## src/rtl/ysyx_25030093_mem_arbiter_if.sv

```systemverilog
// rtl/ysyx_25030093_mem_arbiter_if.sv - request/response bus bundle for the memory arbiter
//
// Purpose: one request channel (valid/ready/addr/wen/wdata/wmask) and one
//          response channel (valid/rdata/err). The same bundle is used for
//          the IFU, LSU and memory sides of the arbiter.
// Modports:
//   master  drives the request fields and receives ready and the response
//   slave   receives the request fields and drives ready and the response
interface ysyx_25030093_mem_arbiter_if #(
  parameter int AW = 32,
  parameter int DW = 32
);
  logic            req_valid;
  logic            req_ready;
  logic [AW-1:0]   req_addr;
  logic            req_wen;
  logic [DW-1:0]   req_wdata;
  logic [DW/8-1:0] req_wmask;
  logic            resp_valid;
  logic [DW-1:0]   resp_rdata;
  logic            resp_err;

  modport master (
    output req_valid, req_addr, req_wen, req_wdata, req_wmask,
    input  req_ready, resp_valid, resp_rdata, resp_err
  );

  modport slave (
    input  req_valid, req_addr, req_wen, req_wdata, req_wmask,
    output req_ready, resp_valid, resp_rdata, resp_err
  );
endinterface

```

## src/rtl/ysyx_25030093_mem_arbiter.sv

```systemverilog
// rtl/ysyx_25030093_mem_arbiter.sv - IFU/LSU arbiter for the single physical-memory port
//
// Purpose: grants one of IFU / LSU, registers the winning request, holds it
//          on the memory port until accepted, waits for the response under a
//          watchdog and returns it to the owner as a one-cycle pulse.
//          One transaction is in flight at a time.
// Arbitration: LSU wins over IFU on simultaneous requests by default.
//          Define ARB_RR_EN for round-robin: the port that did not win the
//          previous grant wins a tie.
// Ports:
//   i_clk   clock, rising edge
//   i_rst   asynchronous reset, active low
//   i_ifu   IFU port (slave); only req_valid/req_addr are used
//   i_lsu   LSU port (slave)
//   o_mem   memory port (master); resp_err from memory is ignored
module ysyx_25030093_mem_arbiter #(
  parameter int AW      = 32,
  parameter int DW      = 32,
  parameter int TIMEOUT = 255
) (
  input logic                         i_clk,
  input logic                         i_rst,
  ysyx_25030093_mem_arbiter_if.slave  i_ifu,
  ysyx_25030093_mem_arbiter_if.slave  i_lsu,
  ysyx_25030093_mem_arbiter_if.master o_mem
);
  typedef enum logic [1:0] {
    S_IDLE  = 2'd0,
    S_ISSUE = 2'd1,
    S_WAIT  = 2'd2,
    S_RESP  = 2'd3
  } state_t;

  // Last WAIT cycle index: the watchdog fires after TIMEOUT WAIT cycles.
  localparam logic [7:0] TMO_LAST = 8'(TIMEOUT - 1);

  state_t          r_state;
  state_t          w_next;
  logic            r_owner;   // 0 = IFU, 1 = LSU
  logic [AW-1:0]   r_addr;
  logic            r_wen;
  logic [DW-1:0]   r_wdata;
  logic [DW/8-1:0] r_wmask;
  logic [DW-1:0]   r_rdata;
  logic            r_err;
  logic [7:0]      r_timer;

  logic w_pick_ls;
  logic w_grant;
  logic w_capture;
  logic w_timeout;
  logic w_clr_timer;
  logic w_inc_timer;
  logic w_if_resp;
  logic w_ls_resp;
  logic w_unused;

`ifdef ARB_RR_EN
  // r_owner only changes on a grant, so it already holds the last winner.
  assign w_pick_ls = i_lsu.req_valid && (!i_ifu.req_valid || !r_owner);
`else
  assign w_pick_ls = i_lsu.req_valid;
`endif

  always_ff @(posedge i_clk or negedge i_rst) begin
    if (!i_rst) r_state <= S_IDLE;
    else        r_state <= w_next;
  end

  always_comb begin
    w_next      = r_state;
    w_grant     = 1'b0;
    w_capture   = 1'b0;
    w_timeout   = 1'b0;
    w_clr_timer = 1'b0;
    w_inc_timer = 1'b0;
    case (r_state)
      S_IDLE: begin
        if (i_ifu.req_valid || i_lsu.req_valid) begin
          w_grant = 1'b1;
          w_next  = S_ISSUE;
        end
      end
      S_ISSUE: begin
        if (o_mem.req_ready) begin
          w_clr_timer = 1'b1;
          // A response arriving with the handshake skips WAIT entirely.
          if (o_mem.resp_valid) begin
            w_capture = 1'b1;
            w_next    = S_RESP;
          end else begin
            w_next = S_WAIT;
          end
        end
      end
      S_WAIT: begin
        // A response in the final watchdog cycle still wins over the timeout.
        if (o_mem.resp_valid) begin
          w_capture = 1'b1;
          w_next    = S_RESP;
        end else if (r_timer == TMO_LAST) begin
          w_timeout = 1'b1;
          w_next    = S_RESP;
        end else begin
          w_inc_timer = 1'b1;
        end
      end
      S_RESP:  w_next = S_IDLE;
      default: w_next = S_IDLE;
    endcase
  end

  always_ff @(posedge i_clk or negedge i_rst) begin
    if (!i_rst) begin
      r_owner <= 1'b0;
      r_addr  <= '0;
      r_wen   <= 1'b0;
      r_wdata <= '0;
      r_wmask <= '0;
      r_rdata <= '0;
      r_err   <= 1'b0;
      r_timer <= '0;
    end else begin
      if (w_grant) begin
        r_owner <= w_pick_ls;
        if (w_pick_ls) begin
          r_addr  <= i_lsu.req_addr;
          r_wen   <= i_lsu.req_wen;
          r_wdata <= i_lsu.req_wdata;
          r_wmask <= i_lsu.req_wmask;
        end else begin
          r_addr  <= i_ifu.req_addr;
          r_wen   <= 1'b0;
          r_wdata <= '0;
          r_wmask <= '0;
        end
      end
      if (w_clr_timer)      r_timer <= '0;
      else if (w_inc_timer) r_timer <= r_timer + 8'd1;
      if (w_capture) begin
        r_rdata <= r_wen ? '0 : o_mem.resp_rdata;
        r_err   <= 1'b0;
      end else if (w_timeout) begin
        r_rdata <= '0;
        r_err   <= 1'b1;
      end
    end
  end

  assign i_ifu.req_ready = w_grant && !w_pick_ls;
  assign i_lsu.req_ready = w_grant && w_pick_ls;

  assign o_mem.req_valid = (r_state == S_ISSUE);
  assign o_mem.req_addr  = r_addr;
  assign o_mem.req_wen   = r_wen;
  assign o_mem.req_wdata = r_wdata;
  assign o_mem.req_wmask = r_wmask;

  assign w_if_resp        = (r_state == S_RESP) && !r_owner;
  assign w_ls_resp        = (r_state == S_RESP) && r_owner;
  assign i_ifu.resp_valid = w_if_resp;
  assign i_ifu.resp_rdata = w_if_resp ? r_rdata : '0;
  assign i_ifu.resp_err   = w_if_resp && r_err;
  assign i_lsu.resp_valid = w_ls_resp;
  assign i_lsu.resp_rdata = w_ls_resp ? r_rdata : '0;
  assign i_lsu.resp_err   = w_ls_resp && r_err;

  // IFU is read-only and memory never signals errors itself.
  assign w_unused = ^{i_ifu.req_wen, i_ifu.req_wdata, i_ifu.req_wmask, o_mem.resp_err};
endmodule
```

## src/flat_wrapper.sv

```systemverilog
// flat-port wrapper written by rule: the top's interface ports become plain ports
module ysyx_25030093_mem_arbiter_flat 
#(
  parameter int AW      = 32,
  parameter int DW      = 32,
  parameter int TIMEOUT = 255
)
  (i_clk, i_rst, i_ifu_req_valid, i_ifu_req_addr, i_ifu_req_wen, i_ifu_req_wdata, i_ifu_req_wmask, i_ifu_req_ready, i_ifu_resp_valid, i_ifu_resp_rdata, i_ifu_resp_err, i_lsu_req_valid, i_lsu_req_addr, i_lsu_req_wen, i_lsu_req_wdata, i_lsu_req_wmask, i_lsu_req_ready, i_lsu_resp_valid, i_lsu_resp_rdata, i_lsu_resp_err, o_mem_req_valid, o_mem_req_addr, o_mem_req_wen, o_mem_req_wdata, o_mem_req_wmask, o_mem_req_ready, o_mem_resp_valid, o_mem_resp_rdata, o_mem_resp_err);
  ysyx_25030093_mem_arbiter_if #(.AW(AW), .DW(DW)) i_ifu_i ();
  ysyx_25030093_mem_arbiter_if #(.AW(AW), .DW(DW)) i_lsu_i ();
  ysyx_25030093_mem_arbiter_if #(.AW(AW), .DW(DW)) o_mem_i ();
  input logic i_clk;
  input logic i_rst;
  input wire logic [$bits(i_ifu_i.req_valid)-1:0] i_ifu_req_valid;
  input wire logic [$bits(i_ifu_i.req_addr)-1:0] i_ifu_req_addr;
  input wire logic [$bits(i_ifu_i.req_wen)-1:0] i_ifu_req_wen;
  input wire logic [$bits(i_ifu_i.req_wdata)-1:0] i_ifu_req_wdata;
  input wire logic [$bits(i_ifu_i.req_wmask)-1:0] i_ifu_req_wmask;
  output wire logic [$bits(i_ifu_i.req_ready)-1:0] i_ifu_req_ready;
  output wire logic [$bits(i_ifu_i.resp_valid)-1:0] i_ifu_resp_valid;
  output wire logic [$bits(i_ifu_i.resp_rdata)-1:0] i_ifu_resp_rdata;
  output wire logic [$bits(i_ifu_i.resp_err)-1:0] i_ifu_resp_err;
  input wire logic [$bits(i_lsu_i.req_valid)-1:0] i_lsu_req_valid;
  input wire logic [$bits(i_lsu_i.req_addr)-1:0] i_lsu_req_addr;
  input wire logic [$bits(i_lsu_i.req_wen)-1:0] i_lsu_req_wen;
  input wire logic [$bits(i_lsu_i.req_wdata)-1:0] i_lsu_req_wdata;
  input wire logic [$bits(i_lsu_i.req_wmask)-1:0] i_lsu_req_wmask;
  output wire logic [$bits(i_lsu_i.req_ready)-1:0] i_lsu_req_ready;
  output wire logic [$bits(i_lsu_i.resp_valid)-1:0] i_lsu_resp_valid;
  output wire logic [$bits(i_lsu_i.resp_rdata)-1:0] i_lsu_resp_rdata;
  output wire logic [$bits(i_lsu_i.resp_err)-1:0] i_lsu_resp_err;
  output wire logic [$bits(o_mem_i.req_valid)-1:0] o_mem_req_valid;
  output wire logic [$bits(o_mem_i.req_addr)-1:0] o_mem_req_addr;
  output wire logic [$bits(o_mem_i.req_wen)-1:0] o_mem_req_wen;
  output wire logic [$bits(o_mem_i.req_wdata)-1:0] o_mem_req_wdata;
  output wire logic [$bits(o_mem_i.req_wmask)-1:0] o_mem_req_wmask;
  input wire logic [$bits(o_mem_i.req_ready)-1:0] o_mem_req_ready;
  input wire logic [$bits(o_mem_i.resp_valid)-1:0] o_mem_resp_valid;
  input wire logic [$bits(o_mem_i.resp_rdata)-1:0] o_mem_resp_rdata;
  input wire logic [$bits(o_mem_i.resp_err)-1:0] o_mem_resp_err;
  assign i_ifu_i.req_valid = i_ifu_req_valid;
  assign i_ifu_i.req_addr = i_ifu_req_addr;
  assign i_ifu_i.req_wen = i_ifu_req_wen;
  assign i_ifu_i.req_wdata = i_ifu_req_wdata;
  assign i_ifu_i.req_wmask = i_ifu_req_wmask;
  assign i_ifu_req_ready = i_ifu_i.req_ready;
  assign i_ifu_resp_valid = i_ifu_i.resp_valid;
  assign i_ifu_resp_rdata = i_ifu_i.resp_rdata;
  assign i_ifu_resp_err = i_ifu_i.resp_err;
  assign i_lsu_i.req_valid = i_lsu_req_valid;
  assign i_lsu_i.req_addr = i_lsu_req_addr;
  assign i_lsu_i.req_wen = i_lsu_req_wen;
  assign i_lsu_i.req_wdata = i_lsu_req_wdata;
  assign i_lsu_i.req_wmask = i_lsu_req_wmask;
  assign i_lsu_req_ready = i_lsu_i.req_ready;
  assign i_lsu_resp_valid = i_lsu_i.resp_valid;
  assign i_lsu_resp_rdata = i_lsu_i.resp_rdata;
  assign i_lsu_resp_err = i_lsu_i.resp_err;
  assign o_mem_req_valid = o_mem_i.req_valid;
  assign o_mem_req_addr = o_mem_i.req_addr;
  assign o_mem_req_wen = o_mem_i.req_wen;
  assign o_mem_req_wdata = o_mem_i.req_wdata;
  assign o_mem_req_wmask = o_mem_i.req_wmask;
  assign o_mem_i.req_ready = o_mem_req_ready;
  assign o_mem_i.resp_valid = o_mem_resp_valid;
  assign o_mem_i.resp_rdata = o_mem_resp_rdata;
  assign o_mem_i.resp_err = o_mem_resp_err;
  ysyx_25030093_mem_arbiter #(.AW(AW), .DW(DW), .TIMEOUT(TIMEOUT)) u_core (.i_clk(i_clk), .i_rst(i_rst), .i_ifu(i_ifu_i), .i_lsu(i_lsu_i), .o_mem(o_mem_i));
endmodule
```

## config.mk

```make
export PLATFORM = sky130hd
export DESIGN_NAME = ysyx_25030093_mem_arbiter_flat
export DESIGN_NICKNAME = d
export VERILOG_FILES = /design/src/rtl/ysyx_25030093_mem_arbiter_if.sv /design/src/rtl/ysyx_25030093_mem_arbiter.sv /design/src/flat_wrapper.sv
export SDC_FILE = /design/constraint.sdc
export NUM_CORES = 1
export LEC_CHECK = 0
export CAP_MARGIN = 20
export CORE_ASPECT_RATIO = 0.8
export CORE_MARGIN = 4
export CORE_UTILIZATION = 38
export CTS_CLUSTER_DIAMETER = 40
export DETAILED_ROUTE_END_ITERATION = 8
export GPL_ROUTABILITY_DRIVEN = 0
export PLACE_DENSITY_LB_ADDON = 0.2
export SYNTH_ARGS = -nofsm -noshare
export SYNTH_HDL_FRONTEND = slang
export SYNTH_SLANG_ARGS = --single-unit
```

## constraint.sdc

```tcl
create_clock -name i_clk -period 2.05 [get_ports i_clk]
set_clock_uncertainty 0.15 [all_clocks]
set_input_delay 0.3075 -clock i_clk [delete_from_list [all_inputs] [get_ports i_clk]]
set_output_delay 0.3075 -clock i_clk [all_outputs]
set_load 0.01 [all_outputs]
```

==> Word level (Yosys, flattened, before mapping) <==
Index checks and enable logic that the tools add are counted.
{ "op_classes": {"mux": 32, "addsub": 1, "n_eq_ne": 7, "n_reduce_logical": 13} }
{ "op_table": {"columns": ["operator", "count"], "rows": [
  ["$mux W32", 7],
  ["$mux W1", 16],
  ["$mux W8", 2],
  ["$add A8 B1 Y8 const B", 1],
  ["$eq A8 B8 Y1 const B", 1],
  ["$mux W2", 4],
  ["$pmux W2 S4", 1],
  ["$logic_and A1 B1 Y1", 6],
  ["$eq A2 B2 Y1 const B", 2],
  ["$mux W4", 1],
  ["$ne A2 B1 Y1 const B", 2],
  ["$reduce_bool A2 Y1", 2],
  ["$ne A3 B2 Y1 const B", 1],
  ["$reduce_and A3 Y1", 1],
  ["$eq A2 B1 Y1 const B", 1],
  ["$logic_not A1 Y1", 2],
  ["$logic_not A2 Y1", 1],
  ["$pmux W1 S2", 1],
  ["$logic_or A1 B1 Y1", 1]
]} }
{ "word_totals": {"inputBits": 177, "out_inout_bits": 140, "word_cells": 62, "register_bits": 113} }

==> Longest topological paths before layout <==
Gate-level depths: netlist of run 1.
{ "depth": {"word_depth": 6, "mapped_depth": 8, "depth_no_buf": 6} }

==> Least setup slack after synthesis of run 1 <==
No wires, ideal clock.
{ "synth_path": {"path_kind": "register -> register", "start": "reg u_core.r_state[1]", "end": "reg u_core.r_rdata[11]", "stages_incl_launch_ff": 8, "slack_ns": 0.218, "t_arrival_ns": 1.617, "period_less_slack_ns": 1.832, "setup_ns": 0.065, "required_ns": 1.835, "path_cell_list": "dfrtp_1 -> inv_1 -> ha_1 -> and2_4 -> nor2_1 -> nor3_2 -> dlymetal6s2s_1 -> a22o_1"} }
{ "synth_between": {"elab_chain_len": 3, "elab_cells_between_ends": 6} }
{ "synth_lines": {"columns": ["element", "line", "text"], "rows": [
  ["start: declaration", "ysyx_25030093_mem_arbiter.sv:37", "state_t r_state;"],
  ["start signal: assignment", "ysyx_25030093_mem_arbiter.sv:67", "else r_state <= w_next;"],
  ["$eq A2 B1 Y1 (*)", null, null],
  ["via o_mem_req_valid", "flat_wrapper.sv:32", "output wire logic [$bits(o_mem_i.req_valid)-1:0] o_mem_req_valid;"],
  ["$pmux W1 S2 (*)", "ysyx_25030093_mem_arbiter.sv:77", "case (r_state)"],
  ["$mux W32 or $reduce_bool A2 Y1 (tied branches)", null, null],
  ["end signal: assignment", "ysyx_25030093_mem_arbiter.sv:141", "r_rdata <= r_wen ? '0 : o_mem.resp_rdata;"],
  ["end: declaration", "ysyx_25030093_mem_arbiter.sv:44", "logic [DW-1:0] r_rdata;"]
]} }
The timed path passes the listed nets; every way through them passes the cells marked *.
A chain may end at the register's enable or synchronous reset.

==> Final worst setup path of run 1 <==
{ "layout_path": {"start": "reg u_core.r_state[1]", "end": "out i_ifu_resp_rdata[12]"} }
{ "layout_between": {"elab_chain_len": 3} }
{ "layout_lines": {"columns": ["element", "line", "text"], "rows": [
  ["$eq A2 B2 Y1", "ysyx_25030093_mem_arbiter.sv:159", "assign w_if_resp = (r_state == S_RESP) && !r_owner;"],
  ["$logic_and A1 B1 Y1", "ysyx_25030093_mem_arbiter.sv:159", null],
  ["$mux W32", "ysyx_25030093_mem_arbiter.sv:162", "assign i_ifu.resp_rdata = w_if_resp ? r_rdata : '0;"],
  ["end: declaration", "flat_wrapper.sv:21", "output wire logic [$bits(i_ifu_i.resp_rdata)-1:0] i_ifu_resp_rdata;"]
]} }
Every way passes these cells.

==> results of run 1 <==
sequential cells by signal (all words and copies together) (netlist names):
register,count
u_core.o_mem.req_addr,32
u_core.o_mem.req_wdata,32
u_core.r_rdata,32
u_core.r_timer,8
u_core.o_mem.req_wmask,4
u_core.r_state,2
u_core.o_mem.req_wen,1
u_core.r_err,1
u_core.r_owner,1
metal layers:
layer	vias to the layer above	GRT usage	routed length, um
met5	-	0	0
met2	196	0.3643	8705
met4	0	0.05810	280
met3	24	0.07837	1507
li1	2402	-	-
met1	2398	0.2594	7087
cells in the mapped netlist (2+ instances only):
library cell	count	share of area
a21oi_1	6	0.0057
a22o_1	31	0.051
and2_1	36	0.043
and3_1	34	0.040
buf_2	14	0.013
buf_6	4	0.0085
clkbuf_1	20	0.014
dfrtp_1	113	0.53
ha_1	6	0.014
inv_1	3	0.0021
mux2i_1	32	0.061
nand2_1	111	0.079
nand3_1	38	0.036
nand3_2	2	0.0038
nor2_1	8	0.0057
o21ai_0	36	0.034
o21ai_1	2	0.0019
or3_1	2	0.0024
xor2_1	4	0.0066
how the worst min path moves through the flow:
stage / from / endpoint / slack, ns / cells past startpoint
3_3_place_gp: i_rst / u_core.r_rdata[29] / 0.29 / 2
4_1_cts: i_lsu_req_valid / u_core.r_owner / 0.16 / 3
2_1_floorplan: i_rst / u_core.o_mem.req_addr[0] / -0.14 / 0
5_1_grt: i_lsu_req_valid / u_core.r_owner / 0.20 / 3
3_5_place_dp: i_rst / u_core.r_rdata[27] / 0.30 / 2
6_report: i_lsu_req_valid / u_core.r_owner / 0.19 / 3
power groups by stage:
| stage | sequential [uW] | combinational, uW | clock, uW |
|---|---|---|---|
| 6_report | 3760 | 5510 | 3020 |
| 5_1_grt | 3900 | 6000 | 3190 |
| 4_1_cts | 3750 | 5280 | 3080 |
| 3_5_place_dp | 3750 | 5020 | 0 |
| 3_3_place_gp | 3700 | 4910 | 0 |
| 2_1_floorplan | 3950 | 2100 | 0 |
through the flow:
step           setup TNS, ns  cell area (um^2)  worst slack (ns)    util  cells
5_1_grt               -9.042              9077           -0.2034  0.6676   1011
4_1_cts               -2.736              8891           -0.1241  0.6538   1004
3_3_place_gp         -0.3174              8320          -0.08755  0.6119    963
6_report              -2.788              9077           -0.1319  0.6676   1011
3_5_place_dp          -1.424              8320          -0.07782  0.6119    963
2_1_floorplan              0              5290            0.2176       -    524
layout make-up:
| class | instances | area [um^2] | area share |
|---|---|---|---|
| multi-input combinational | 369 | 2394 | 0.2637 |
| sequential | 113 | 2828 | 0.3115 |
| timing repair buffer | 314 | 3003 | 0.3308 |
| clock inverter | 13 | 161.4 | 0.01778 |
| tap | 180 | 225.2 | 0.02481 |
| inverter | 3 | 13.76 | 0.001516 |
| clock buffer | 19 | 452.9 | 0.04990 |
placed cells by master, fill, tap and decap left out, types with 3 or more instances in the layout:
master,netlist,routed
a21oi_1,6,5
a22o_1,31,31
and2_1,36,19
and2_4,1,18
and3_1,34,33
buf_12,0,5
buf_16,0,3
buf_2,14,50
buf_4,0,23
buf_6,4,24
bufinv_16,0,3
clkbuf_16,0,19
clkdlybuf4s50_1,0,205
clkinv_2,0,3
clkinv_4,0,3
clkinvlp_4,0,4
dfrtp_1,113,113
ha_4,0,4
mux2i_1,32,32
nand2_1,111,111
nand3_1,38,38
nor2_1,8,6
o21ai_0,36,36
xor2_1,4,4
tightest hold or removal path: cells and delay by family:
family          cells  cell delay, ns
simple gates        1            0.17
buf+inv             1            0.14
compound gates      1            0.08
cell families after synthesis:
kind of cell,count (synthesis),synth area share
DFF,113,0.5345
muxes,33,0.06268
AOI/OAI and AO/OA,84,0.1133
buffers and inverters,42,0.04044
xor gates and xnor gates,5,0.008278
adders and majority gates,6,0.01419
and+or+nand+nor,241,0.2266
repair_timing:
action                                  CTS  global route
hold buffers                              1             0
endpoints found under the setup margin   71           108
setup buffers                             5             6
pin swaps                                15            23
gates cloned                              3             3
gates resized for setup                 330            25
endpoints found under the hold margin   113             0
==> metrics, run 1 <==
outcome=finished with violations; violated checks=negative setup slack; unrepaired setup endpoints after global routing=true; clock buffer depth=2; post-synthesis cell type count=41; DIE WIDTH=139.9 um; cell mode on critical path=buf_6; Seq pwr share=0.306; final hold violation count=0; worst r2r path cells=11; CP arrival=1.72 ns; Max Freq=458.3 MHz; Leakage=0.004487 uW; layout filler cell count=1,074; share of layout cells above drive strength 1=0.2202; synthesized area=0.005290 mm^2; Max Slew Vio Count=0; drt first pass iters=4; Sw Ratio=0.3444; Reg-to-Reg Start=u_core.r_state[1]; worst path bufs/invs=3; height of the die=113.5 um; r2r endpoint=u_core.r_rdata[18]; CP Capture Type=output pin; first-pass GRT wire length=27,480 um; Die ar.=0.01588 mm^2; clock latency on the worst-skew pair=0.40 ns; Clk pin slew, worst setup/hold paths=0.05 ns; P per Cell Area=1353 mW/mm^2; Hold Slack=0.1865 ns; register bit total from synthesis=113; wire per inst=17.39 um; via count=5,020; Setup WS post-layout=-0.1319 ns; post-detailed-placement half-perimeter wirelength=12,000 um; Layout area overhead=71.59%; Critical Path RT=1.59 ns; pin count of the biggest net entering global routing=114; sw power=4231 uW; number of synthesized flops with an enable pin=0; Num CTS Buffers=17; Root Driver=clkbuf_16; Initial Util=0.3890; cell chain of the critical path=ha_4, nor2b_4, buf_6, buf_16, and2_4, buf_6; row cnt=38; core footprint=0.01360 mm^2; H-tree Lvls=4; internal power=8055 uW; VDD IR max=0.0008077 V; crit path launch type=flop; Crit Path Max Fanout=8; period utilisation layout=1.064; DR vias/cell=4.965; Overall Global Routing Usage=0.2143; Critical Path Source=u_core.r_state[1]; TritonCTS clock tree=done; Worst Tran Pin Value=0.6386 ns; Max-slew headroom=0.5743; DRC viols=0; final net count=1,001; sequential-to-total area share from yosys stat=0.5345; CP max-delay cell=dfrtp_1; power share of the clock group=0.246; Top Ports=317; Antenna Diode Count=0; Critical Path End=i_ifu_resp_rdata[12]; Largest delay share family, worst path=flip-flops; port bufs=278; max cap viols=0; initial antenna violation count=0; Comb power frac=0.448; Initial DRC Count=208; Gate Count Post-Synth=524; final setup vio count=45; Avg Synthesized Cell Area=10.10 um^2; Worst path depth=6; Tmin final=2.182 ns; number of routed nets with antenna violations=0; total grt overflow=0; HP Class=in2reg; Syn Nets=707; top_reg_cell synth=dfrtp_1; vias in the first global route=5,234; CP Class=reg2out; max incr delay on CP=0.40 ns; YS warnings=0; Synth async-reset ratio=1.000; CTS sink count=113; Worst R2R Setup Slack=-0.02 ns; Design Power=12,290 uW; WL final=17,580 um
Power figures use the tool's default switching activity.
==> run 2: changes to the inputs <==
- HOLD_SLACK_MARGIN: default -> 0.12
- SKIP_LAST_GASP: default -> 1
==> metrics, run 2 (same netlist as run 1, synthesis figures left out) <==
Leakage=0.004456 uW (-0.70%); DR vias/cell=4.944 (-0.44%); core footprint=0.01360 mm^2 (unchanged); Total Negative Setup Slacks=-6.303 ns (-3.516 ns); layout filler cell count=1,061 (-1.2%); outcome=finished with violations; fin cells=1,010 (-0.099%); post-detailed-placement half-perimeter wirelength=12,000 um (unchanged); Top Layer Used=met4; CTS sink count=113 (unchanged); CP arrival=2.37 ns (+0.65 ns); first-pass GRT wire length=27,370 um (-0.43%); Antenna Diode Count=0 (unchanged); vias in the first global route=5,226 (-0.15%); final hold violation count=0 (unchanged); TritonCTS clock tree=done; initial antenna violation count=0 (unchanged); final setup vio count=66 (+47%); Num CTS Buffers=17 (unchanged); Design Power=12,200 uW (-0.68%); row cnt=38 (unchanged); violated checks=negative setup slack; Placed Area=0.008320 mm^2 (unchanged); Critical Path RT=2.24 ns (+0.65 ns); Layout area overhead=71.29%; port bufs=278 (unchanged); crit path launch type=flop; Die ar.=0.01588 mm^2 (unchanged); HP Class=in2reg; Overall Global Routing Usage=0.2134 (-0.0009016); height of the die=113.5 um (unchanged); placed cell count=963 (unchanged); VDD IR max=0.0007977 V (-1.2%); number of routed nets with antenna violations=0 (unchanged); P per Cell Area=1347 mW/mm^2 (-0.50%); met2 WL post-DR=8560 um (-1.7%); clock latency on the worst-skew pair=0.40 ns (about the same); DRC viols=0 (unchanged); CP Capture Type=flop; pin count of the biggest net entering global routing=114 (unchanged); Tmin final=2.183 ns (+0.001427 ns); max cap viols=0 (unchanged); most frequent cells in the layout=clkdlybuf4s50_1, dfrtp_1, nand2_1; H-tree Lvls=4 (unchanged); Final Instance Area=0.009061 mm^2 (-0.18%); Worst R2R Setup Slack=-0.13 ns (-0.11 ns); period utilisation layout=1.065 (about the same); share of layout cells above drive strength 1=0.2108 (-0.009373); Initial Util=0.3890 (unchanged); Max Freq=458.0 MHz (about the same); Root Driver=clkbuf_16; met3 WL post-DR=1416 um (-6.0%); Clk pin slew, worst setup/hold paths=0.05 ns (about the same); drt first pass iters=4 (unchanged); unrepaired setup endpoints after global routing=true; Max Slew Vio Count=0 (unchanged); via count=4,993 (-0.54%); Initial DRC Count=236 (+13%); Setup WS pre-CTS=-0.07782 ns (unchanged); clock buffer depth=2 (unchanged); wire per inst=17.19 um (-1.1%); CP Class=reg2reg; Crit Path Max Fanout=8 (unchanged); Setup WS post-layout=-0.1334 ns (-0.001427 ns); Worst Tran Pin Value=0.6430 ns (+0.004466 ns); WL final=17,370 um (-1.2%); WL met1=7023 um (-0.90%); Max-slew headroom=0.5713 (-0.002978); commonest non-fill, non-tap cell in the layout=clkdlybuf4s50_1; total grt overflow=0 (unchanged); Top Ports=317 (unchanged); final net count=1,000 (-0.10%); DIE WIDTH=139.9 um (unchanged)
==> run 2: changes by cell type in the layout (fill, tap and decap cells not counted), moves of 2 or more <==
| cell | change |
|---|---|
| clkdlybuf4s15_2 | +8 |
| and2_4 | -2 |
| buf_2 | -6 |
| and2_1 | +2 |
==> run 2: what timing repair did <==
item / 4_1_cts / 5_1_grt
setup buffers: 5 / 5
gates cloned: 3 / 3
pin swaps: 13 / 6
hold endpoints to repair: 113 / 0
hold buffers: 1 / 0
endpoints found under the setup margin: 71 / 111
resized for setup: 318 / 16
==> run 2: per-layer routing <==
metal,vias to the layer above,GRT usage
met1,2390,0.2596
li1,2399,-
met5,-,0
met2,173,0.3598
met3,31,0.07712
met4,0,0.06198
==> run 2: stage by stage <==
step | utilization | hold WS, ns
5_1_grt | 0.6664 | 0.2010
2_1_floorplan | - | -0.1381
4_1_cts | 0.6573 | 0.1639
3_3_place_gp | 0.6119 | 0.2909
6_report | 0.6664 | 0.1880
3_5_place_dp | 0.6119 | 0.2987
==> run 2: power breakdown <==
| group | leakage (uW) | switching (uW) | internal, uW |
|---|---|---|---|
| clock network | 0.000291 | 1050 | 1970 |
| registers | 0.00144 | 577 | 3170 |
| logic | 0.00273 | 2570 | 2860 |
==> run 2: final timing paths <==
kind / cells past startpoint / to / start
worst max-delay path: 9 / u_core.r_rdata[28] / u_core.r_state[1]
worst min-delay path: 3 / u_core.r_owner / i_lsu_req_valid
worst max register to register: 9 / u_core.r_rdata[28] / u_core.r_state[1]
worst min register to register: 2 / u_core.o_mem.req_wdata[29] / u_core.o_mem.req_wdata[29]
max in group asynchronous: 3 / u_core.r_rdata[11] / i_rst
min in group asynchronous: 3 / u_core.r_rdata[27] / i_rst
==> run 2: area by class of cell <==
cell class | instances | area (um^2) | area share
clock buffer | 19 | 452.9 | 0.04999
clock inverter | 13 | 161.4 | 0.01781
inverter | 3 | 13.76 | 0.001519
multi-input combinational | 369 | 2369 | 0.2614
sequential | 113 | 2828 | 0.3121
tap | 180 | 225.2 | 0.02486
timing repair buffer | 313 | 3012 | 0.3324
==> run 2: worst max-delay path: stages (launching register included) <==
cell and delay [ns]:
dfrtp_1 0.41, buf_4 0.15, buf_6 0.11, buf_4 0.14
ha_4 0.17, and2b_4 0.19, buf_4 0.14, a21oi_4 0.30
clkbuf_16 0.23, a22o_1 0.13
==> edit (flow settings as in run 1) <==
`DW` is set to 32 in 3 places; all go to 48.
--- a/src/rtl/ysyx_25030093_mem_arbiter_if.sv
+++ b/src/rtl/ysyx_25030093_mem_arbiter_if.sv
@@ -8,7 +8,7 @@
 //   slave   receives the request fields and drives ready and the response
 interface ysyx_25030093_mem_arbiter_if #(
   parameter int AW = 32,
-  parameter int DW = 32
+  parameter int DW = 48
 );
   logic            req_valid;
   logic            req_ready;
--- a/src/rtl/ysyx_25030093_mem_arbiter.sv
+++ b/src/rtl/ysyx_25030093_mem_arbiter.sv
@@ -15,7 +15,7 @@
 //   o_mem   memory port (master); resp_err from memory is ignored
 module ysyx_25030093_mem_arbiter #(
   parameter int AW      = 32,
-  parameter int DW      = 32,
+  parameter int DW      = 48,
   parameter int TIMEOUT = 255
 ) (
   input logic                         i_clk,
--- a/src/flat_wrapper.sv
+++ b/src/flat_wrapper.sv
@@ -2,7 +2,7 @@
 module ysyx_25030093_mem_arbiter_flat 
 #(
   parameter int AW      = 32,
-  parameter int DW      = 32,
+  parameter int DW      = 48,
   parameter int TIMEOUT = 255
 )
   (i_clk, i_rst, i_ifu_req_valid, i_ifu_req_addr, i_ifu_req_wen, i_ifu_req_wdata, i_ifu_req_wmask, i_ifu_req_ready, i_ifu_resp_valid, i_ifu_resp_rdata, i_ifu_resp_err, i_lsu_req_valid, i_lsu_req_addr, i_lsu_req_wen, i_lsu_req_wdata, i_lsu_req_wmask, i_lsu_req_ready, i_lsu_resp_valid, i_lsu_resp_rdata, i_lsu_resp_err, o_mem_req_valid, o_mem_req_addr, o_mem_req_wen, o_mem_req_wdata, o_mem_req_wmask, o_mem_req_ready, o_mem_resp_valid, o_mem_resp_rdata, o_mem_resp_err);
Interface: changed (9 resized); port bits go from 317 to 419. No check against the original RTL was run, so the function may have changed too.
==> edit against run 1 <==
  * The run still ends with negative setup slack left
  * Register-to-register slack worse by 40 ps
  * Hold slack worse by 73 ps
  * Total power up 30%
  * Synthesized area up 28%
  * Wire length up 40%
  * Cell area up 27%
  * Sequential cell count up 34
  * Fmax down 1.5%
  * Critical path type unchanged
  * Setup slack worse by 32 ps
==> edit: results (changes against run 1) <==
{| class="wikitable"
! Metric !! Value
|-
| Status || finished, violations left (unchanged)
|-
| Violated checks || negative setup slack (unchanged)
|-
| Arrival time at the worst endpoint || 1760 ps (was 1720 ps)
|-
| Global routing usage summed across all routing layers || 0.239 (was 0.214)
|-
| Worst-case reg-to-reg path depth || 10 (was 11)
|-
| Worst Setup Slack, final || -164 ps (was -132 ps)
|-
| Worst Hold Endpoint || u_core.o_mem.req_wen (was u_core.r_owner)
|-
| Count of standard-cell rows || 43 (was 38)
|-
| RR Endpoint || u_core.r_rdata[20] (was u_core.r_rdata[18])
|-
| Layout cell share with drive strength beyond 1 || 0.217 (was 0.220)
|-
| Longest individual stage delay on the worst path || 420 ps (was 400 ps)
|-
| Cell area after placement || 0.0107 mm^2 (was 0.00832 mm^2)
|-
| Count of input and output buffers || 362 (was 278)
|-
| Worst reg-to-reg setup slack || -60 ps (was -20 ps)
|-
| Syn_nets || 913 (was 707)
|-
| # setup viols final || 134 (was 45)
|-
| Multiplexer share of the synthesized area || 0.0506 (was 0.0627)
|-
| Kind of cell adding the most delay to the critical path || buffers and inverters (was flip-flops)
|-
| Later-pin clock latency in the skew report || 420 ps (was 400 ps)
|-
| Combinational fraction of design power || 0.499 (was 0.448)
|-
| Global-route met3 utilization || 0.0725 (was 0.0784)
|-
| Final design utilization || 0.662 (was 0.668)
|-
| Synthesized area divided by synthesized cell count || 9.95 um^2 (was 10.1 um^2)
|-
| Total wire length after detailed routing || 24700 um (was 17600 um)
|-
| Share of total power in sequential cells || 0.319 (was 0.306)
|-
| Final Power || 15.9 mW (was 12.3 mW)
|}
[edit: cell count changes in the layout (fill, tap and decap cells not counted), moves of 17 or more]
cell and delta:
sky130_fd_sc_hd__dfrtp_1 +34, sky130_fd_sc_hd__buf_2 +24, sky130_fd_sc_hd__a22o_1 +17, sky130_fd_sc_hd__clkdlybuf4s50_1 +52, sky130_fd_sc_hd__nand2_1 +37, sky130_fd_sc_hd__nand3_1 +21
[edit: final cells by class]
| cell class | instances | area share |
|---|---|---|
| diodes | 1 | 0.000218 |
| clock buffers | 20 | 0.0406 |
| clock inverters | 12 | 0.00696 |
| inverters | 4 | 0.00174 |
| multi-input cells | 472 | 0.258 |
| flip-flops and latches | 147 | 0.320 |
| well taps | 225 | 0.0245 |
| repair buffers | 408 | 0.348 |
[edit: repair_timing]
action                     in CTS  in global routing
resized for setup             439                 61
hold endpoints to repair       34                  0
setup endpoints to repair     151                197
pin swaps                       7                  7
hold buffers                    1                  0
cloned                          7                  3
buffers inserted                9                  2
